[src/rtl/axi_arb_pkg.sv]
`default_nettype none
// ---------------------------------------------------------------------------
// axi_arb_pkg : AXI encodings and one-hot FSM state types for the SDRAM arbiter
// Rev 1.0
// ---------------------------------------------------------------------------
package axi_arb_pkg;

  localparam logic [1:0] BURST_FIXED = 2'b00;
  localparam logic [1:0] BURST_INCR  = 2'b01;
  localparam logic [1:0] BURST_WRAP  = 2'b10;
  localparam logic [1:0] RESP_OKAY   = 2'b00;

  typedef enum logic [2:0] {
    R_IDLE = 3'b001,
    R_ADDR = 3'b010,
    R_DATA = 3'b100
  } r_state_e;

  typedef enum logic [3:0] {
    W_IDLE = 4'b0001,
    W_ADDR = 4'b0010,
    W_DATA = 4'b0100,
    W_RESP = 4'b1000
  } w_state_e;

endpackage
`default_nettype wire

[src/rtl/rr_arb2.sv]
`default_nettype none
// ---------------------------------------------------------------------------
// rr_arb2 : two-requester arbiter, round-robin or fixed (req[1] wins) mode
// Rev 1.0
// ---------------------------------------------------------------------------
module rr_arb2 (
  input  logic       clk,
  input  logic       rst_n,
  input  logic [1:0] i_req,
  input  logic       i_rr_mode,
  input  logic       i_update,
  input  logic       i_last_gnt1,
  output logic [1:0] o_gnt
);

  // ptr_q = 1 means requester 1 wins the next tie
  logic ptr_q, ptr_d;

  always_comb begin
    ptr_d = ptr_q;
    if (i_update) ptr_d = ~i_last_gnt1;
    case (i_req)
      2'b01:   o_gnt = 2'b01;
      2'b10:   o_gnt = 2'b10;
      2'b11:   o_gnt = (i_rr_mode && !ptr_q) ? 2'b01 : 2'b10;
      default: o_gnt = 2'b00;
    endcase
  end

  always_ff @(posedge clk or negedge rst_n) begin
    if (!rst_n) ptr_q <= 1'b0;
    else        ptr_q <= ptr_d;
  end

endmodule
`default_nettype wire

[src/rtl/axi_sdram_arbiter.sv]
`default_nettype none
// ---------------------------------------------------------------------------
// axi_sdram_arbiter : IFU(read) + LSU(read/write) to single SDRAM AXI4 slave
// Rev 1.0
// ---------------------------------------------------------------------------
module axi_sdram_arbiter
  import axi_arb_pkg::*;
#(
  parameter int ADDR_W = 32,
  parameter int DATA_W = 64,
  parameter int RR     = 1,
  localparam int STRB_W = DATA_W / 8
) (
  input  logic              clk,
  input  logic              rst,
  input  logic              m0_arvalid,
  output logic              m0_arready,
  input  logic [ADDR_W-1:0] m0_araddr,
  input  logic [7:0]        m0_arlen,
  input  logic [2:0]        m0_arsize,
  input  logic [1:0]        m0_arburst,
  output logic              m0_rvalid,
  output logic              m0_rlast,
  output logic [1:0]        m0_rresp,
  output logic [DATA_W-1:0] m0_rdata,
  input  logic              m0_rready,
  input  logic              m1_arvalid,
  output logic              m1_arready,
  input  logic [ADDR_W-1:0] m1_araddr,
  input  logic [7:0]        m1_arlen,
  input  logic [2:0]        m1_arsize,
  input  logic [1:0]        m1_arburst,
  output logic              m1_rvalid,
  output logic              m1_rlast,
  output logic [1:0]        m1_rresp,
  output logic [DATA_W-1:0] m1_rdata,
  input  logic              m1_rready,
  input  logic              m1_awvalid,
  output logic              m1_awready,
  input  logic [ADDR_W-1:0] m1_awaddr,
  input  logic [7:0]        m1_awlen,
  input  logic [2:0]        m1_awsize,
  input  logic [1:0]        m1_awburst,
  input  logic              m1_wvalid,
  input  logic [DATA_W-1:0] m1_wdata,
  input  logic [STRB_W-1:0] m1_wstrb,
  input  logic              m1_wlast,
  output logic              m1_wready,
  output logic              m1_bvalid,
  output logic [1:0]        m1_bresp,
  input  logic              m1_bready,
  output logic              s_arvalid,
  input  logic              s_arready,
  output logic [ADDR_W-1:0] s_araddr,
  output logic [7:0]        s_arlen,
  output logic [2:0]        s_arsize,
  output logic [1:0]        s_arburst,
  input  logic              s_rvalid,
  input  logic              s_rlast,
  input  logic [1:0]        s_rresp,
  input  logic [DATA_W-1:0] s_rdata,
  output logic              s_rready,
  output logic              s_awvalid,
  input  logic              s_awready,
  output logic [ADDR_W-1:0] s_awaddr,
  output logic [7:0]        s_awlen,
  output logic [2:0]        s_awsize,
  output logic [1:0]        s_awburst,
  output logic              s_wvalid,
  input  logic              s_wready,
  output logic [DATA_W-1:0] s_wdata,
  output logic [STRB_W-1:0] s_wstrb,
  output logic              s_wlast,
  input  logic              s_bvalid,
  input  logic [1:0]        s_bresp,
  output logic              s_bready,
  output logic              wlast_err
);

  r_state_e          r_state_q, r_state_d;
  logic              gnt1_q, gnt1_d;
  logic [ADDR_W-1:0] ar_addr_q, ar_addr_d;
  logic [7:0]        ar_len_q, ar_len_d;
  logic [2:0]        ar_size_q, ar_size_d;
  logic [1:0]        ar_burst_q, ar_burst_d;
  w_state_e          w_state_q, w_state_d;
  logic [ADDR_W-1:0] aw_addr_q, aw_addr_d;
  logic [7:0]        aw_len_q, aw_len_d;
  logic [2:0]        aw_size_q, aw_size_d;
  logic [1:0]        aw_burst_q, aw_burst_d;
  logic [7:0]        beat_cnt_q, beat_cnt_d;
  logic              wlast_err_q, wlast_err_d;
  logic [1:0]        arb_gnt;
  logic              arb_update;
  logic              to_m0, to_m1, wr_active, resp_active;

  rr_arb2 u_arb (
    .clk         (clk),
    .rst_n       (rst),
    .i_req       ({m1_arvalid, m0_arvalid}),
    .i_rr_mode   (RR != 0),
    .i_update    (arb_update),
    .i_last_gnt1 (gnt1_q),
    .o_gnt       (arb_gnt)
  );

  always_comb begin
    r_state_d  = r_state_q;
    gnt1_d     = gnt1_q;
    ar_addr_d  = ar_addr_q;
    ar_len_d   = ar_len_q;
    ar_size_d  = ar_size_q;
    ar_burst_d = ar_burst_q;
    arb_update = 1'b0;
    m0_arready = 1'b0;
    m1_arready = 1'b0;
    case (r_state_q)
      R_IDLE: begin
        // ready is masked while reset is held so nothing looks accepted
        m0_arready = rst & arb_gnt[0];
        m1_arready = rst & arb_gnt[1];
        if (arb_gnt != 2'b00) begin
          r_state_d  = R_ADDR;
          gnt1_d     = arb_gnt[1];
          ar_addr_d  = arb_gnt[1] ? m1_araddr  : m0_araddr;
          ar_len_d   = arb_gnt[1] ? m1_arlen   : m0_arlen;
          ar_size_d  = arb_gnt[1] ? m1_arsize  : m0_arsize;
          ar_burst_d = arb_gnt[1] ? m1_arburst : m0_arburst;
        end
      end
      R_ADDR: if (s_arready) r_state_d = R_DATA;
      R_DATA: begin
        if (s_rvalid && s_rready && s_rlast) begin
          r_state_d  = R_IDLE;
          arb_update = 1'b1;
        end
      end
      default: r_state_d = R_IDLE;
    endcase
  end

  always_comb begin
    w_state_d   = w_state_q;
    aw_addr_d   = aw_addr_q;
    aw_len_d    = aw_len_q;
    aw_size_d   = aw_size_q;
    aw_burst_d  = aw_burst_q;
    beat_cnt_d  = beat_cnt_q;
    wlast_err_d = wlast_err_q;
    case (w_state_q)
      W_IDLE: begin
        if (m1_awvalid) begin
          w_state_d  = W_ADDR;
          aw_addr_d  = m1_awaddr;
          aw_len_d   = m1_awlen;
          aw_size_d  = m1_awsize;
          aw_burst_d = m1_awburst;
          beat_cnt_d = 8'd0;
        end
      end
      W_ADDR: if (s_awready) w_state_d = W_DATA;
      W_DATA: begin
        if (m1_wvalid && s_wready) begin
          beat_cnt_d = beat_cnt_q + 8'd1;
          // error whenever wlast and "count reached awlen" disagree
          if (m1_wlast != (beat_cnt_q == aw_len_q)) wlast_err_d = 1'b1;
          if (m1_wlast) w_state_d = W_RESP;
        end
      end
      W_RESP: if (s_bvalid && m1_bready) w_state_d = W_IDLE;
      default: w_state_d = W_IDLE;
    endcase
  end

  always_ff @(posedge clk or negedge rst) begin
    if (!rst) begin
      r_state_q   <= R_IDLE;
      gnt1_q      <= 1'b0;
      ar_addr_q   <= '0;
      ar_len_q    <= '0;
      ar_size_q   <= '0;
      ar_burst_q  <= '0;
      w_state_q   <= W_IDLE;
      aw_addr_q   <= '0;
      aw_len_q    <= '0;
      aw_size_q   <= '0;
      aw_burst_q  <= '0;
      beat_cnt_q  <= '0;
      wlast_err_q <= 1'b0;
    end else begin
      r_state_q   <= r_state_d;
      gnt1_q      <= gnt1_d;
      ar_addr_q   <= ar_addr_d;
      ar_len_q    <= ar_len_d;
      ar_size_q   <= ar_size_d;
      ar_burst_q  <= ar_burst_d;
      w_state_q   <= w_state_d;
      aw_addr_q   <= aw_addr_d;
      aw_len_q    <= aw_len_d;
      aw_size_q   <= aw_size_d;
      aw_burst_q  <= aw_burst_d;
      beat_cnt_q  <= beat_cnt_d;
      wlast_err_q <= wlast_err_d;
    end
  end

  assign s_arvalid = (r_state_q == R_ADDR);
  assign s_araddr  = ar_addr_q;
  assign s_arlen   = ar_len_q;
  assign s_arsize  = ar_size_q;
  assign s_arburst = ar_burst_q;

  assign to_m0     = (r_state_q == R_DATA) & ~gnt1_q;
  assign to_m1     = (r_state_q == R_DATA) &  gnt1_q;
  assign s_rready  = (to_m0 & m0_rready) | (to_m1 & m1_rready);
  assign m0_rvalid = to_m0 & s_rvalid;
  assign m0_rlast  = to_m0 & s_rlast;
  assign m0_rresp  = to_m0 ? s_rresp : RESP_OKAY;
  assign m0_rdata  = to_m0 ? s_rdata : '0;
  assign m1_rvalid = to_m1 & s_rvalid;
  assign m1_rlast  = to_m1 & s_rlast;
  assign m1_rresp  = to_m1 ? s_rresp : RESP_OKAY;
  assign m1_rdata  = to_m1 ? s_rdata : '0;

  assign m1_awready  = rst & (w_state_q == W_IDLE);
  assign s_awvalid   = (w_state_q == W_ADDR);
  assign s_awaddr    = aw_addr_q;
  assign s_awlen     = aw_len_q;
  assign s_awsize    = aw_size_q;
  assign s_awburst   = aw_burst_q;
  assign wr_active   = (w_state_q == W_DATA);
  assign s_wvalid    = wr_active & m1_wvalid;
  assign m1_wready   = wr_active & s_wready;
  assign s_wdata     = wr_active ? m1_wdata : '0;
  assign s_wstrb     = wr_active ? m1_wstrb : '0;
  assign s_wlast     = wr_active & m1_wlast;
  assign resp_active = (w_state_q == W_RESP);
  assign m1_bvalid   = resp_active & s_bvalid;
  assign m1_bresp    = resp_active ? s_bresp : RESP_OKAY;
  assign s_bready    = resp_active & m1_bready;
  assign wlast_err   = wlast_err_q;

endmodule
`default_nettype wire

[config.mk]
export PLATFORM = sky130hd
export DESIGN_NAME = axi_sdram_arbiter
export DESIGN_NICKNAME = d
export VERILOG_FILES = /design/src/rtl/axi_arb_pkg.sv /design/src/rtl/rr_arb2.sv /design/src/rtl/axi_sdram_arbiter.sv
export SDC_FILE = /design/constraint.sdc
export NUM_CORES = 1
export LEC_CHECK = 0
export ABC_AREA = 1
export BUFFER_PORTS_ARGS = -buffer_cell sky130_fd_sc_hd__buf_2
export CAP_MARGIN = 40
export CORE_AREA = 10 10 228 230
export DETAILED_ROUTE_END_ITERATION = 12
export DIE_AREA = 0 0 238 240
export PLACE_DENSITY = 0.49
export SLEW_MARGIN = 0
export SYNTH_ARGS = -nofsm -noshare
export SYNTH_HDL_FRONTEND = slang
export SYNTH_SLANG_ARGS = --single-unit
[constraint.sdc]
create_clock -name clk -period 1.96 [get_ports clk]
set_input_delay 0.588 -clock clk [delete_from_list [all_inputs] [get_ports clk]]
set_output_delay 0.588 -clock clk [all_outputs]
set_load 0.1 [all_outputs]
# Yosys cells after proc, flatten, opt, wreduce, memory -nomap -nowiden
# Index checks and enable logic that the tools add are counted.
[totals]
output_inout_bits = 312
register_bits = 108
inputBits = 291
[classes]
mux = 30
eq_ne = 20
n_reduce_logical = 12
bitwise = 18
addsub = 1
[op_table]
columns = ["cell", "n"]
rows = [
  ["$mux 64", 3],
  ["$mux 32", 1],
  ["$mux 8", 4],
  ["$mux 4", 5],
  ["$and 1x1->1", 16],
  ["$pmux 4 s4", 1],
  ["$pmux 8 s2", 1],
  ["$mux 3", 4],
  ["$mux 2", 5],
  ["$pmux 3 s3", 1],
  ["$reduce_and 3->1", 3],
  ["$add 8x1->8 const B", 1],
  ["$eq 8x8->1", 1],
  ["$ne 2x1->1 const B", 4],
  ["$ne 2x2->1 const B", 4],
  ["$pmux 2 s3", 1],
  ["$reduce_and 5->1", 1],
  ["$eq 2x2->1 const B", 2],
  ["$eq 4x1->1 const B", 1],
  ["$eq 4x2->1 const B", 1],
  ["$eq 4x3->1 const B", 1],
  ["$eq 4x4->1 const B", 1],
  ["$logic_and 1x1->1", 4],
  ["$mux 1", 4],
  ["other kinds (9)", 11],
]

# Logic depth before layout (Yosys ltp)
# Gate-level depths: netlist (run 1).
[logic_depth]
word_depth = 8
depth_mapped = 10
ltp_nobuf = 10

# By module
# Synthesis (run 1) repeated with hierarchy kept, for this count alone.
[unflattened]
hier_cells = 1011
hier_area_um2 = 6472.5
[by_module_without_submodules]
columns = ["mod", "seq_area_each_um2", "area_each_um2", "cells_each", "instances"]
rows = [
  ["axi_sdram_arbiter", 2680.1, 6386.1, 994, 1],
  ["rr_arb2", 25.0, 86.3, 17, 1],
]

# Worst setup path before layout (run 1)
# OpenSTA, ideal clock, no wires.
[synth_path]
path_type = "reg2out"
start = "reg r_state_q[0]"
end = "out m0_arready"
required_ns = 1.372
arrival_time_ns = 5.393
path_stages_with_launch = 5
n_path_buf = 0
setup_slack_ns = -4.021
path_cell_list = "dfstp_2 nand2_1 nor2_2 inv_1 a2111oi_0"
[synth_between]
elab_chain_cells = 2
[synth_lines]
columns = ["item", "line", "text"]
rows = [
  ["from (decl)", "axi_sdram_arbiter.sv:80", "r_state_e r_state_q, r_state_d;"],
  ["from (signal assigned)", "axi_sdram_arbiter.sv:191", "r_state_q <= r_state_d;"],
  ["$eq 3x1->1", "axi_sdram_arbiter.sv:117", "case (r_state_q)"],
  ["$mux 1", "axi_sdram_arbiter.sv:117", ""],
  ["to (decl)", "axi_sdram_arbiter.sv:17", "output logic m0_arready,"],
]
# No other way between the ends.

# Final worst setup path (run 1)
[layout_path]
start = "reg r_state_q[1]"
end = "out m0_rresp[1]"
[layout_between]
elab_chain_cells = 3
[layout_lines]
columns = ["item", "line", "text"]
rows = [
  ["$eq 3x3->1", "axi_sdram_arbiter.sv:213", "assign to_m0 = (r_state_q == R_DATA) & ~gnt1_q;"],
  ["$and 1x1->1", "axi_sdram_arbiter.sv:213", ""],
  ["$mux 2", "axi_sdram_arbiter.sv:218", "assign m0_rresp = to_m0 ? s_rresp : RESP_OKAY;"],
  ["to (decl)", "axi_sdram_arbiter.sv:24", "output logic [1:0] m0_rresp,"],
]
# No other way between the ends.

==> metrics.md, run 1 <==
| Metric | Value |
|---|---|
| Failing checks | setup timing |
| CP max-delay cell | dfrtp_1 |
| Final setup fails | 220 |
| Initial antenna violation count | 6 |
| NumNets Final | 1,969 |
| Hold Buf Count CTS | 0 |
| Via count | ~8,600 |
| Largest net degree at the start of global routing | 62 |
| Synth Warn # | 0 |
| Synth top area cells | dfrtp_1, nand2_1, nor2_1 |
| Crit. End Element | output port |
| Setup CP Type | register to output port |
| Main synth FF type | dfrtp_1 |
| Rows | 80 |
| Worst-Skew Late Latency | 0.37 ns |
| Net count after synthesis | 1,335 |
| Input/output buffers | 602 |
| TNS Setup | -71.38 ns |
| Cells after Synth | 1,043 |
| Final core occ | 34.23% |
| GP Congestion | just under 0.9 |
| RSZ-0062 raised after global routing | true |
| Worst Hold Class | input pin to asynchronous set/reset pin |
| Slew @ Worst Pin | about 0.73 ns |
| Fin. Hold Viols | 0 |
| H-tree depth | 3 |
| Number of synthesized flops with an enable pin | 0 |
| Mapped cell area | 0.006544 mm² |
| All-Layer GR Usage | between 10% and 20% |
| Seq/Total Area, Yosys | 41.34% |
| Area Overhead vs Synth | 147.7% |
| Period Utilization, post-route | 120.4% |
| Placed Area | 0.01496 mm² |
| Final slew viol count | 0 |
| Max stage delay on crit path | between 0.3 and 0.4 ns |
| Detailed Place HPWL | 35.47 mm |
| First-pass GRT wire length | 58.40 mm |
| Initial core utilization | 13.82% |
| Final wirelength | 41.06 mm |
| Drt drc | 0 |
| Number of synthesized register bits | ~110 |
| Hold WS | 0.2679 ns |
| Register area | 0.002706 mm² |
| Normalized max-slew margin | around half |
| Top-area cell type share of the netlist area | 40.54% |
| Worst slack at placement | -0.1520 ns |
| ANT nets after route | 0 |
| Worst vdd ir | 0.001266 V |
| Largest area contributor in the netlist | dfrtp_1 |
| Clock transition at path regs | 0.08 ns |
| Tmin final | 2.360 ns |
| Max Root-Sink Buffers | 2 |
| Synth cell types | 26 |
| Vias in the first global route | about 9,000 |
| Syn Area/Cell | 6.274 µm² |
| CP Cell Sequence | inv_2 > nand2_2 > nor2_4 > nand2_4 > buf_16 > nor2_2 > buf_12 |
| Worst Path Arrival | around 1.8 ns |
| PnR worst setup slack | -0.3995 ns |
| CP required | between 1 and 1.5 ns |
| Cell area after layout | 0.01621 mm² |
| Initial DRC count | ~310 |
| CTS tree | yes |
| Fmax | roughly 420 MHz |
| Die area | 0.05712 mm² |
| Clock Skews | about 0.012 ns |
| Layout cell share with drive strength beyond 1 | 55.71% |
| Crit path launch type | register |
| Root buffer selected by CTS | clkbuf_16 |
| Filler instances | 4,876 |
| Commonest non-fill, non-tap cell in the layout | buf_2 |
| Num ports | 603 |
| CTS Buf Count | 9 |
| Multi-input logic area | 0.004298 mm² |
| Commonest cells after routing, fill and taps aside | buf_2, nand2_1, buf_12, inv_1, nor2_4 |
| Vias/cell | around 3.7 |
| Die Span Y | 240 µm |
| Core Box Area | 0.04735 mm² |
| Die X | 238 µm |
| Remaining global-route overflow | 0 |
| Drt pass-1 iters | 6 |
| Async set or reset register ratio after synthesis | 100.0% |
| Clock sinks | between 100 and 150 |
| Max-Cap Viols | 0 |
| Drt wl/cell | ~18 µm |
| Outcome | finished with violations |
| P_leak | 8.010 nW |
| Worst-path fanout max | 25 |
| PD cells | 1421 mW/mm² |
[worst paths after layout]
kind,from,end,depth (start not counted),slack [ns]
max reg2reg,w_state_q[0],s_awaddr[30],8,0.18
min reg2reg,s_awaddr[3],s_awaddr[3],2,0.47
min in group clk,m1_awburst[1],s_awburst[1],3,0.42
max,r_state_q[1],m0_rresp[1],7,-0.40
min,rst,s_awsize[1],2,0.27
max in group asynchronous,rst,r_state_q[0],3,0.96
[synthesized netlist by cell type, types with 2 or more instances]
cell type,count
nand2_1,277
nor2_1,231
inv_1,226
dfrtp_1,106
o21ai_0,72
o21ai_1,39
buf_2,25
clkbuf_1,17
nand3_1,14
buf_6,6
nand4_1,6
nor2_2,4
xnor2_1,3
clkbuf_2,2
dfstp_2,2
inv_2,2
nand3_2,2
[cell type report]
type / count / share of cell area (%)
Tap cell: 615 / 4.748
Clock inverter: 4 / 0.2007
Sequential cell: 108 / 16.70
Multi-Input combinational cell: 656 / 26.52
Timing Repair Buffer: 674 / 44.87
Inverter: 228 / 5.304
Clock buffer: 12 / 1.583
Antenna cell: 5 / 0.07720
[per-layer routing]
| layer | track usage, % | wire length [µm] |
|---|---|---|
| met2 | 24.87 | 21460 |
| met1 | 13.86 | 14610 |
| met3 | 4.397 | 3169 |
| met4 | 6.252 | 1776 |
| met5 | 0 | 40 |
[per-stage QoR]
stage	instances	power, mW
2_1_floorplan	1043	16.22
3_3_place_gp	2251	20.53
3_5_place_dp	2251	20.63
4_1_cts	2290	23.15
5_1_grt	2299	24.13
6_report	2302	23.03
[flip-flops by register name (all words and copies together), names as in the netlist]
register / count
s_arsize: 3
s_awlen: 8
s_arlen: 8
wlast_err: 1
s_araddr: 32
beat_cnt_q: 8
u_arb.ptr_q: 1
r_state_q: 3
s_awaddr: 32
w_state_q: 4
s_awburst: 2
gnt1_q: 1
s_arburst: 2
s_awsize: 3
[what timing repair did]
item,in CTS,in global routing
pin swaps,26,9
setup endpoints to repair,221,221
gates resized for setup,132,34
gates cloned,6,1
buffers inserted,19,9
[cells by family (layout without fill, tap and decap cells)]
group | after synthesis | in the layout | share of synthesized area (%)
simple gates | 537 | 537 | 31.74
other cells | 0 | 5 | 0
buf+inv | 279 | 918 | 17.21
flops | 108 | 108 | 41.34
xor+xnor | 4 | 4 | 0.5355
fa+ha+maj | 1 | 1 | 0.1912
compound gates | 114 | 114 | 8.987
[power by group]
| part | internal (mW) | switching (mW) |
|---|---|---|
| Clock | 0.943 | 0.887 |
| Sequential | 3.25 | 0.589 |
| Combinational | 4.09 | 13.3 |
| Total | 8.28 | 14.8 |
[critical path: cells and delay by family (launching register included)]
kind / cells / cell delay (ns)
flip-flops: 1 / 0.39
buffers and inverters: 3 / 0.48
AND/OR/NAND/NOR: 4 / 0.53
Note: power is estimated with default switching activity, not from simulation.
==> run 2, diff against run 1 <==
Settings changed: ABC_AREA 1 to default, CAP_MARGIN 40 to default.
==> metrics.md, run 2 <==
| Metric | Value |
|---|---|
| Outcome | finished with violations |
| Failing checks | setup timing |
| Top-area cell type share of the netlist area | 41.69% |
| CP required | roughly 1.4 ns |
| Main synth FF type | dfrtp_1 |
| All-Layer GR Usage | approximately an eighth |
| Synth top area cells | dfrtp_1, and2_1, nand2_1 |
| Synth cell types | between 40 and 50 |
| Root buffer selected by CTS | clkbuf_16 |
| NumNets Final | around 1,700 |
| TNS Setup | -113.45 ns |
| Syn Area/Cell | 8.586 µm² |
| Most common cell in the netlist | nand2_1 |
| Seq/Total Area, Yosys | 42.52% |
| Drt pass-1 iters | 4 |
| Period Utilization, post-route | 130.7% |
| PnR worst setup slack | -0.6020 ns |
| Crit path launch type | register |
| First-pass GRT wire length | 54.54 mm |
| Gate power share | 71.4% |
| Crit. End Element | output port |
| Die Span Y | around 240 µm |
| CP max-delay cell | dfrtp_2 |
| List of most frequent post-synthesis cells | nand2_1, and2_1, dfrtp_1 |
| Cells after Synth | approximately 740 |
| Remaining global-route overflow | 0 |
| Final setup fails | 221 |
| CP Cell Sequence | or3_4 > nor2_4 > buf_12 > clkbuf_16 > and2_4 > buf_12 |
| Num ports | 603 |
| Max-Cap Viols | 0 |
| Rows | 80 |
| Wl on met1 | 14.48 mm |
| Input/output buffers | 602 |
| Commonest non-fill, non-tap cell in the layout | buf_2 |
| Via count | 7,603 |
| Final slew viol count | 0 |
| Vias/cell | 3.807 |
| Die area | 0.05712 mm² |
| Placed Area | 0.01431 mm² |
| GP Congestion | about 0.83 |
| H-tree depth | 3 |
| Slew @ Worst Pin | 0.6277 ns |
| Worst vdd ir | about 0.0013 V |
| Hold WS | 0.2183 ns |
| Power Total | 20.17 mW |
| Largest area contributor in the netlist | dfrtp_1 |
| Layout cell share with drive strength beyond 1 | 68.12% |
| Die X | 238 µm |
| Clock transition at path regs | 0.09 ns |
| Worst-Skew Late Latency | 0.38 ns |
| Area Overhead vs Synth | 140.8% |
| Final wirelength | 39.73 mm |
| Fin. Hold Viols | 0 |
| Reg power frac | 18.8% |
| PD cells | between 1000 and 1500 mW/mm² |
| Net count after synthesis | 1,033 |
| Sw Pwr | 12.61 mW |
| RSZ-0062 raised after global routing | true |
| Worst Path Arrival | 1.97 ns |
| Synth Warn # | 0 |
| Worst slack at placement | -0.2170 ns |
| Max Root-Sink Buffers | 2 |
| Sw Share | ~63% |
| CTS Buf Count | 9 |
| Tmin final | 2.562 ns |
| Vias in the first global route | 7,792 |
| Number of synthesized flops with an enable pin | 0 |
| Fmax | 390.3 MHz |
| Normalized max-slew margin | approximately three fifths |
| Highest routed layer | met5 |
| Initial antenna violation count | 9 |
| Drt wl/cell | slightly below 20 µm |
| Drt drc | 0 |
| Setup CP Type | register to output port |
| Detailed Place HPWL | 32.90 mm |
| Final cell count without fillers | approximately 2,000 |
| Largest net degree at the start of global routing | 100 |
| Met2 wire length | roughly 22 mm |
| Placed insts | around 1,900 |
| Core Box Area | 0.04735 mm² |
| Final core occ | 32.37% |
| Worst Hold Class | input pin to asynchronous set/reset pin |
| CTS tree | yes |
| Number of synthesized register bits | 108 |
| WL met3 | 2.971 mm |
| Mapped cell area | 0.006362 mm² |
| Cell area after layout | 0.01532 mm² |
| Max stage delay on crit path | 0.42 ns |
| Initial DRC count | 257 |
| Worst-path fanout max | 8 |
| Clock sinks | roughly 110 |
| P_leak | 7.514 nW |
| Internal power | 7.562 mW |
| Commonest cells after routing, fill and taps aside | buf_2, buf_12, nand2_1, and2_4, dfrtp_1 |
| Async set or reset register ratio after synthesis | 100.0% |
| ANT nets after route | 0 |
| Clock Skews | around 0.011 ns |
| Clock power share | around a tenth |
| Critical Path Most Common Cell | buf_12 |
| Initial core utilization | 13.44% |
run 2: worst paths after layout:
check	from	endpoint	slack, ns	depth (start not counted)
min	rst	s_araddr[16]	0.22	2
max	r_state_q[1]	m0_rdata[60]	-0.60	6
max in group asynchronous	rst	r_state_q[2]	1.09	2
min reg2reg	s_awaddr[1]	s_awaddr[1]	0.47	2
max reg2reg	w_state_q[0]	beat_cnt_q[4]	0.11	7
min in group clk	m1_awaddr[18]	s_awaddr[18]	0.40	3
run 2: per-layer routing:
layer  global-route usage [%]  vias to the layer above
li1                         -                     3705
met1                    13.63                     3591
met2                    24.02                      279
met3                    4.053                       24
met4                    3.417                        4
met5                        0                        -
run 2: cell families (layout without fill, tap and decap cells):
group	count (synthesis)	count (layout)	share of synthesized area (%)
AO/OA/AOI/OAI	72	72	6.411
XOR/XNOR	13	13	1.790
adder cells (fa/ha/maj)	1	1	0.1966
buffers and inverters	59	692	4.641
flip-flops	108	108	42.52
multiplexers	47	47	7.414
other	0	8	0
AND/OR/NAND/NOR	441	441	37.03
run 2: what timing repair did:
action	CTS	global route
setup endpoints to repair	221	221
cloned	8	5
resized for setup	28	11
hold buffers	0	0
pin swaps	9	19
buffers inserted	16	9
run 2: power by group through the flow:
stage          combinational (mW)  clock, mW  sequential, mW
5_1_grt                      15.0       2.16            3.92
3_3_place_gp                 14.0          0            3.77
2_1_floorplan                3.99          0            10.3
4_1_cts                      14.4       2.11            3.79
3_5_place_dp                 14.1          0            3.80
6_report                     14.4       1.98            3.78
run 2: final cells by class:
class	instances	area [µm²]
Clock buffer	9	225.2
Fill cell	4843	32020
Timing Repair Buffer	672	7403
Sequential cell	108	2711
Multi-Input combinational cell	574	4076
Inverter	4	31.28
Clock inverter	7	86.33
Tap cell	615	769.5
Antenna cell	8	20.02
run 2: critical path, delay by kind of cell, from the launching register on:
kind | cells | cell delay (ns)
DFF | 1 | 0.42
and+or+nand+nor | 3 | 0.69
buffers and inverters | 3 | 0.47
==> run 3, diff against run 2 <==
Settings changed: SETUP_SLACK_MARGIN from default to 0.05.
==> metrics.md, run 3 (synthesis results as in run 2) <==
| Metric | Value |
|---|---|
| Die Span Y | 240 µm |
| Critical Path Most Common Cell | buf_6 |
| All-Layer GR Usage | 12.91% |
| Commonest non-fill, non-tap cell in the layout | buf_2 |
| PnR worst setup slack | -0.5840 ns |
| Normalized max-slew margin | ~60% |
| Period Utilization, post-route | 129.8% |
| PD cells | roughly 1300 mW/mm² |
| Die X | between 200 and 250 µm |
| Die area | 0.05712 mm² |
| Detailed Place HPWL | around 33 mm |
| Drt drc | 0 |
| Slew @ Worst Pin | 0.6039 ns |
| Vias/cell | 3.824 |
| CP required | 1.37 ns |
| Worst Path Arrival | 1.96 ns |
| Drt pass-1 iters | 5 |
| ANT nets after route | 0 |
| Multi-input logic area | ~0.0042 mm² |
| Placed insts | 1,956 |
| Final slew viol count | 0 |
| Worst-path fanout max | 8 |
| Area Overhead vs Synth | 140.6% |
| Largest net degree at the start of global routing | approximately 110 |
| RSZ-0062 raised after global routing | true |
| Via count | 7,629 |
| Max Root-Sink Buffers | 2 |
| Layout cell share with drive strength beyond 1 | 68.48% |
| Register area | roughly 0.0027 mm² |
| Commonest cells after routing, fill and taps aside | buf_2, buf_12, nand2_1, and2_4, dfrtp_1 |
| Final core occ | 32.34% |
| CP Cell Sequence | nor4b_4 > buf_6 > buf_6 > buf_6 > and2_4 > buf_12 |
| CTS tree | yes |
| H-tree depth | 3 |
| Initial antenna violation count | 4 |
| Max-Cap Viols | 0 |
| Power Total | between 20 and 25 mW |
| NumNets Final | 1,664 |
| CTS Buf Count | 9 |
| Worst Hold Class | input pin to asynchronous set/reset pin |
| Fmax | 393.1 MHz |
| Fin. Hold Viols | 0 |
| P_leak | between 7 and 8 nW |
| Tmin final | 2.544 ns |
| Failing checks | setup timing |
| Rows | 80 |
| Final wirelength | 39.30 mm |
| Worst slack at placement | -0.2185 ns |
| Filler instances | 4,810 |
| First-pass GRT wire length | 54.92 mm |
| CP max-delay cell | dfrtp_2 |
| Max stage delay on crit path | approximately 0.44 ns |
| Initial DRC count | between 200 and 250 |
| Crit path launch type | register |
| Clock sinks | 108 |
| Final cell count without fillers | 1,995 |
| Root buffer selected by CTS | clkbuf_16 |
| Final setup fails | 221 |
| Worst-Skew Late Latency | just under 0.4 ns |
| GP Congestion | just under 0.9 |
| Vias in the first global route | 8,028 |
| Setup CP Type | register to output port |
| Worst vdd ir | 0.001024 V |
| Core Box Area | 0.04735 mm² |
| Initial core utilization | between 10 and 15% |
| Crit. End Element | output port |
| Input/output buffers | 602 |
| Clock transition at path regs | 0.09 ns |
| Num ports | 603 |
| Drt wl/cell | roughly 20 µm |
| Outcome | finished with violations |
| Remaining global-route overflow | 0 |
| Clock Skews | 0.01837 ns |
-- run 3: changes by cell type in the layout (fill, tap and decap cells not counted), sizes merged --
cell	delta
diode	-5
buf	+4
clkinv	+2
inv	+1
clkbuf	+1
bufbuf	-1
bufinv	-1
clkinvlp	-3
-- run 3: final cells by class --
cell class / instances / area share, %
Timing Repair Buffer: 675 / 47.82
Multi-Input combinational cell: 574 / 27.29
Sequential cell: 108 / 17.75
Tap cell: 615 / 5.026
Clock buffer: 10 / 1.561
Clock inverter: 6 / 0.4086
Inverter: 4 / 0.09806
Antenna cell: 3 / 0.04903
-- run 3: per-stage QoR --
stage	setup TNS [ns]	instance area [µm²]	hold slack, ns
floorplan	-28.01	7306	0.2924
global placement	-21.80	14590	0.4519
detailed placement	-22.10	14590	0.4566
CTS	-122.67	15240	0.1314
global route	-130.13	15310	0.1339
finish	-112.07	15310	0.1475
-- run 3: routing by layer --
metal  up-vias  share of wire, %  global-route usage, %
met1      3589                39                  14.69
met3        39               6.3                  3.629
li1       3710                 -                      -
met2       289                53                  22.66
met5         -             0.033                      0
met4         2               2.0                  4.680
-- run 3: power by group --
group | switching, mW | internal (mW) | leakage (nW) | total [mW]
combinational | 11.2 | 3.35 | 5.95 | 14.5
sequential | 0.559 | 3.24 | 1.34 | 3.79
clock | 0.999 | 0.933 | 0.148 | 1.93
total | 12.8 | 7.52 | 7.44 | 20.3
-- run 3: final timing paths --
kind                                 to  slack (ns)  cells after the start          from
max in group asynchronous        gnt1_q        1.14                      2           rst
min in group clk           w_state_q[1]        0.39                      2     s_awready
setup reg to reg           s_awaddr[31]        0.15                      7  w_state_q[3]
setup / recovery            s_wdata[23]       -0.58                      6  w_state_q[3]
hold reg to reg             s_awaddr[2]        0.47                      2   s_awaddr[2]
hold / removal              s_awaddr[1]        0.15                      2           rst
-- run 3: repair_timing --
action                                  CTS  global route
gates resized for setup                  20            13
setup buffers                            12             3
endpoints found under the setup margin  222           223
pin swaps                                13            26
gates cloned                              6             4
hold buffers                              0             0
-- run 3: worst max-delay path, delay by kind of cell (launching register included) --
family / cells / cell delay, ns
buffers and inverters: 4 / 0.63
and+or+nand+nor: 2 / 0.49
DFF: 1 / 0.44
